`config.mk`:
```
export PLATFORM = sky130hd
export DESIGN_NAME = step_pulse_gen
export DESIGN_NICKNAME = d
export VERILOG_FILES = /design/src/rtl/step_pulse_gen.sv
export SDC_FILE = /design/constraint.sdc
export NUM_CORES = 1
export LEC_CHECK = 0
export ABC_AREA = 1
export ABC_CLOCK_PERIOD_IN_PS = 2900
export CAP_MARGIN = 20
export CORE_ASPECT_RATIO = 1.25
export CORE_UTILIZATION = 57
export CTS_CLUSTER_DIAMETER = 200
export CTS_CLUSTER_SIZE = 8
export DETAILED_ROUTE_END_ITERATION = 7
export PLACE_DENSITY = 0.85
export SYNTH_ARGS = -nofsm -noshare
export SYNTH_HDL_FRONTEND = slang
export SYNTH_SLANG_ARGS = --single-unit
```
`constraint.sdc`:
```
create_clock -name clk -period 2.9 [get_ports clk]
set_clock_uncertainty 0.2 [all_clocks]
set_input_delay 0.29 -clock clk [delete_from_list [all_inputs] [get_ports clk]]
set_output_delay 0.29 -clock clk [all_outputs]
set_load 0.02 [all_outputs]
```
`src/rtl/step_pulse_gen.sv`:
```
// Step/direction command generator: turns a valid/ready move command into registered
// rotate_pulse/direction/module_enable with direction setup, fixed pulse width and enable hold-off.
module step_pulse_gen #(
  parameter int CNT_W     = 16,
  parameter int PER_W     = 16,
  parameter int SETUP_CYC = 27,
  parameter int HIGH_CYC  = 27,
  parameter int HOLD_CYC  = 2700
) (
  input  logic             clk,
  input  logic             rst_n,
  input  logic             cmd_valid,
  output logic             cmd_ready,
  input  logic [CNT_W-1:0] cmd_steps,
  input  logic             cmd_dir,
  input  logic [PER_W-1:0] cmd_period,
  input  logic             abort,
  output logic             rotate_pulse,
  output logic             direction,
  output logic             module_enable,
  output logic             busy,
  output logic             done,
  output logic [CNT_W-1:0] steps_left
);

  localparam int PH_MAX_A = (SETUP_CYC > HIGH_CYC) ? SETUP_CYC : HIGH_CYC;
  localparam int PH_MAX   = (PH_MAX_A > HOLD_CYC) ? PH_MAX_A : HOLD_CYC;
  localparam int PH_W     = (PH_MAX > 1) ? $clog2(PH_MAX) : 1;

  localparam logic [PH_W-1:0]  SETUP_LD = PH_W'(SETUP_CYC - 1);
  localparam logic [PH_W-1:0]  HIGH_LD  = PH_W'(HIGH_CYC - 1);
  localparam logic [PH_W-1:0]  HOLD_LD  = PH_W'(HOLD_CYC - 1);
  localparam logic [PER_W-1:0] HIGH_P   = PER_W'(HIGH_CYC);
  localparam logic [PER_W-1:0] MIN_P    = PER_W'(HIGH_CYC + 1);

  typedef enum logic [2:0] {
    S_IDLE,
    S_SETUP,
    S_HIGH,
    S_LOW,
    S_HOLD
  } state_t;

  state_t           state_q, state_d;
  logic [PH_W-1:0]  ph_cnt_q, ph_cnt_d;
  logic [PER_W-1:0] per_cnt_q, per_cnt_d;
  logic [PER_W-1:0] low_len_q, low_len_d;
  logic             abort_pend_q, abort_pend_d;
  logic             dir_d, en_d, done_d, rot_d, busy_d, ready_d;
  logic [CNT_W-1:0] steps_d;

  logic             accept;
  logic [PER_W-1:0] eff_period;

  assign accept     = cmd_valid & cmd_ready;
  assign eff_period = (cmd_period > HIGH_P) ? cmd_period : MIN_P;

  always_comb begin
    state_d      = state_q;
    ph_cnt_d     = ph_cnt_q;
    per_cnt_d    = per_cnt_q;
    low_len_d    = low_len_q;
    abort_pend_d = abort_pend_q;
    dir_d        = direction;
    en_d         = module_enable;
    steps_d      = steps_left;
    done_d       = 1'b0;

    case (state_q)
      S_IDLE, S_HOLD: begin
        if (accept && (cmd_steps != '0)) begin
          state_d      = S_SETUP;
          ph_cnt_d     = SETUP_LD;
          low_len_d    = eff_period - HIGH_P;
          abort_pend_d = 1'b0;
          dir_d        = cmd_dir;
          en_d         = 1'b1;
          steps_d      = cmd_steps;
        end else begin
          // A zero-length command only reports completion; a running hold-off keeps counting.
          done_d = accept;
          if (state_q == S_HOLD) begin
            if (ph_cnt_q == '0) begin
              state_d = S_IDLE;
              en_d    = 1'b0;
            end else begin
              ph_cnt_d = ph_cnt_q - PH_W'(1);
            end
          end
        end
      end

      S_SETUP: begin
        if (abort) begin
          state_d  = S_HOLD;
          ph_cnt_d = HOLD_LD;
          done_d   = 1'b1;
        end else if (ph_cnt_q == '0) begin
          state_d  = S_HIGH;
          ph_cnt_d = HIGH_LD;
          steps_d  = steps_left - CNT_W'(1);
        end else begin
          ph_cnt_d = ph_cnt_q - PH_W'(1);
        end
      end

      S_HIGH: begin
        // An abort here is remembered so the pulse still gets its full width.
        if (abort) abort_pend_d = 1'b1;
        if (ph_cnt_q == '0) begin
          if (abort || abort_pend_q) begin
            state_d  = S_HOLD;
            ph_cnt_d = HOLD_LD;
            done_d   = 1'b1;
          end else begin
            state_d   = S_LOW;
            per_cnt_d = low_len_q - PER_W'(1);
          end
        end else begin
          ph_cnt_d = ph_cnt_q - PH_W'(1);
        end
      end

      S_LOW: begin
        if (abort || ((per_cnt_q == '0) && (steps_left == '0))) begin
          state_d  = S_HOLD;
          ph_cnt_d = HOLD_LD;
          done_d   = 1'b1;
        end else if (per_cnt_q == '0) begin
          state_d  = S_HIGH;
          ph_cnt_d = HIGH_LD;
          steps_d  = steps_left - CNT_W'(1);
        end else begin
          per_cnt_d = per_cnt_q - PER_W'(1);
        end
      end

      default: begin
        state_d = S_IDLE;
        en_d    = 1'b0;
      end
    endcase

    rot_d   = (state_d == S_HIGH);
    busy_d  = (state_d == S_SETUP) || (state_d == S_HIGH) || (state_d == S_LOW);
    ready_d = (state_d == S_IDLE) || (state_d == S_HOLD);
  end

  // Every output is a flop so rotate_pulse cannot glitch into the downstream phase counter.
  always_ff @(posedge clk or negedge rst_n) begin
    if (!rst_n) begin
      state_q       <= S_IDLE;
      ph_cnt_q      <= '0;
      per_cnt_q     <= '0;
      low_len_q     <= '0;
      abort_pend_q  <= 1'b0;
      rotate_pulse  <= 1'b0;
      direction     <= 1'b0;
      module_enable <= 1'b0;
      busy          <= 1'b0;
      done          <= 1'b0;
      cmd_ready     <= 1'b0;
      steps_left    <= '0;
    end else begin
      state_q       <= state_d;
      ph_cnt_q      <= ph_cnt_d;
      per_cnt_q     <= per_cnt_d;
      low_len_q     <= low_len_d;
      abort_pend_q  <= abort_pend_d;
      rotate_pulse  <= rot_d;
      direction     <= dir_d;
      module_enable <= en_d;
      busy          <= busy_d;
      done          <= done_d;
      cmd_ready     <= ready_d;
      steps_left    <= steps_d;
    end
  end

endmodule

```
==> run metrics <==
Worst-path clk slew about 0.070 ns; Synth Cell Area about 5100 sq um; CP max stage delay ~0.44 ns; Yosys reg bits 70; CP max stage cell clkdlybuf4s50_1; switch share 47.79%; WHS Path Cells 3; Post-synth EDFFs 0; Buf+Inv Stages, Crit Path 3; syn avg cell area about 6.7 sq um; Storage cell area 1752 sq um; worst hold-check path type input port to register; pwr dens 910.1 nW/um^2; dpl cell area about 5800 sq um; worst-margin pin slew between 0.7 and 0.8 ns; DR WL/cell ~14 um; post-route ant nets 0; Worst Path Arrival about 2.6 ns; r2r worst-path depth 11; Flop pwr share a little under a third; area grow syn2layout 17.04%; initial antenna violation count 0; reg2reg setup slack approximately 0.47 ns; Top-Level Pins a little under 60; gr ovfl total 0; footprint of the multi-input gates just under 3000 sq um; TritonCTS Buffers 9; share of the synthesized area in the top cell type roughly 34%; Gate power share 55.6%; core area 8701 sq um; syn_nets around 800; critical path's top delay family simple AND/OR/NAND/NOR gates; layout cells sized above 1 approximately a tenth; final hold violations 0; Final min period around 2.5 ns; DRT Wirelength around 13000 um; Pre-antenna DRT Iters 5; global-route wire length before repair 22500 um; Pins Over Slew Limit 0; TNS Setup 0 ns; Net Sw Power about 2.6 mW; DRC 0; final HPWL from detailed placement slightly above 10000 um; crit path launch type input port; Internal around 2.9 mW; Die ar. between 9000 and 10000 sq um; Sink Count 70; WHS Endpoint direction; CP cell instances clkdlybuf4s50_1 > nor2_1 > nand2_1 > nor2_1 > nand2_1 > nand2_1 > inv_1 > ha_1 > inv_1 > nand3_1 > nand3_1 > nand4_1 > nand3_1 > nand2_1; Crit Path Class input port to register; post-synthesis async set-or-reset flop share between 90% and 100%; max-cap viol count 0; Synth area leader dfrtp_1; maximum clock frequency approximately 0.40 GHz; H-tree Lvls 3; total routing usage reported by global routing between 30% and 40%; Layout fillers approximately 770; post-route cell area approximately 6000 sq um; min-delay src cmd_dir; Data required, critical path a little under 3 ns; gpl congestion about 0.93; RSZ-0062 raised after global routing false; most frequent cells after synthesis 239 x nand2_1, 93 x nor2_1, 79 x inv_1; Initial Util between 50% and 60%; worst-path fanout max 11; Seq/Total Area, Yosys 34.02%; vias in the first global route between 5000 and 6000; die width 87.01 um; Top FF cell, synth dfrtp_1; most used cell, CP nand2_1; count leader, synth nand2_1; worst-skew pair later-pin latency ~0.36 ns; largest net degree at the start of global routing 40; fin util between 60 and 70%; vias 5254; final setup violation count 0; CTS Buffer Depth 2; Leak just under 3 nW; clock power share about 14%; Root Driver clkbuf_8; Tcrit/Tclk final approximately 86%; DR vias/cell 5.507; Syn Inst Count 770; peak supply drop between 0.3 and 0.4 mV; Syn. warnings 0; CTS tree yes; nets ~870; FF-to-FF End per_cnt_q[15]; Synth cell types 41; CP endpoint kind register; hold_ws around 0.28 ns; Port Buffers 58; FP Rows 38; Slew Limit Headroom 50.06%; die height roughly 110 um; status completed; Initial DRC Count 309; largest cells by area after synthesis dfrtp_1 34%, nand2_1 17%, nand3_1 7.6%; reg2reg start state_q[2]; n_diodes 0
kinds of logic (layout without fill, tap and decap cells):
| logic type | after synthesis | after routing | synth area share, % |
|---|---|---|---|
| flip-flops | 70 | 70 | 34.02 |
| XOR/XNOR | 15 | 15 | 2.552 |
| multiplexers | 3 | 3 | 0.5833 |
| AND/OR/NAND/NOR | 482 | 482 | 41.73 |
| buffers and inverters | 105 | 169 | 8.845 |
| AO/OA/AOI/OAI | 89 | 89 | 10.81 |
| adder cells (fa/ha/maj) | 6 | 6 | 1.458 |
what timing repair did:
| item | CTS | global route |
|---|---|---|
| setup endpoints to repair | 0 | 0 |
| resized for setup | 0 | 0 |
| endpoints found under the hold margin | 31 | 0 |
| hold buffers | 1 | 0 |
| buffers inserted | 0 | 0 |
layout by cell type (no fill, tap or decap), types with 2 or more instances in the layout:
cell type,n
nand2_1,239
clkbuf_1,3
nand3b_1,6
nand3_2,3
nand2_2,18
inv_2,4
ha_1,6
nor4_1,3
o21ai_0,30
nand4_1,15
dfrtp_1,70
nor2_1,93
o21ai_2,19
xnor2_1,5
nand3_1,78
inv_1,79
buf_4,9
o21ai_1,15
clkdlybuf4s50_1,57
mux2i_1,3
nor3_1,5
o21bai_1,2
a31oi_1,4
o22ai_1,3
a21boi_0,3
buf_12,2
a21oi_1,7
nor2_4,8
clkinv_1,2
nor2_2,10
xor2_1,10
clkbuf_8,9
area by class of cell:
type,count,share of cell area [%]
Multi-Input combinational cell,595,48.82
Sequential cell,70,29.07
Timing Repair Buffer,70,11.50
Inverter,85,5.295
Tap cell,120,2.492
Clock buffer,12,2.243
Clock inverter,2,0.5814
per-stage QoR:
stage,cells,worst slack [ns],total power [mW]
finish,954,0.3935,5.484
detailed placement,939,0.09074,4.707
CTS,954,0.4613,5.469
global route,954,0.1589,5.931
global placement,939,0.2116,4.592
floorplan,770,0.8427,3.826
state kept, by name, summed over array words and instances (netlist names):
register       flops
direction          1
ph_cnt_q          12
done               1
module_enable      1
low_len_q         16
rotate_pulse       1
state_q            3
abort_pend_q       1
cmd_ready          1
busy               1
per_cnt_q         16
steps_left        16
power groups by stage:
stage	clock network [mW]	logic (mW)	registers, mW
after floorplan	0	2.07	1.76
after global placement	0	2.92	1.67
after detailed placement	0	3.02	1.69
after CTS	0.759	3.03	1.68
after global routing	0.798	3.41	1.72
final	0.758	3.05	1.68
metal layers:
| metal | vias to the layer above | track usage (%) | part of all wire, % |
|---|---|---|---|
| met3 | 43 | 4.198 | 5.2 |
| met1 | 2451 | 33.19 | 39 |
| li1 | 2594 | - | - |
| met4 | 0 | 16.07 | 3.6 |
| met2 | 166 | 57.03 | 52 |
| met5 | - | 0 | 0 |
tightest hold or removal path: stages:
cell             delay, ns
clkdlybuf4s50_1       0.40
nand2_1               0.07
nand2_1               0.05
worst max path at each step:
stage	from	endpoint	slack, ns	cells past startpoint
after floorplan	state_q[1]	per_cnt_q[14]	0.84	15
after global placement	cmd_period[6]	low_len_q[10]	0.21	14
after CTS	cmd_period[6]	low_len_q[12]	0.46	14
final	cmd_period[6]	low_len_q[12]	0.39	14
after global routing	cmd_period[6]	low_len_q[12]	0.16	14
after detailed placement	cmd_period[6]	low_len_q[12]	0.09	14
No activity file was read; power rests on OpenSTA's default activity.
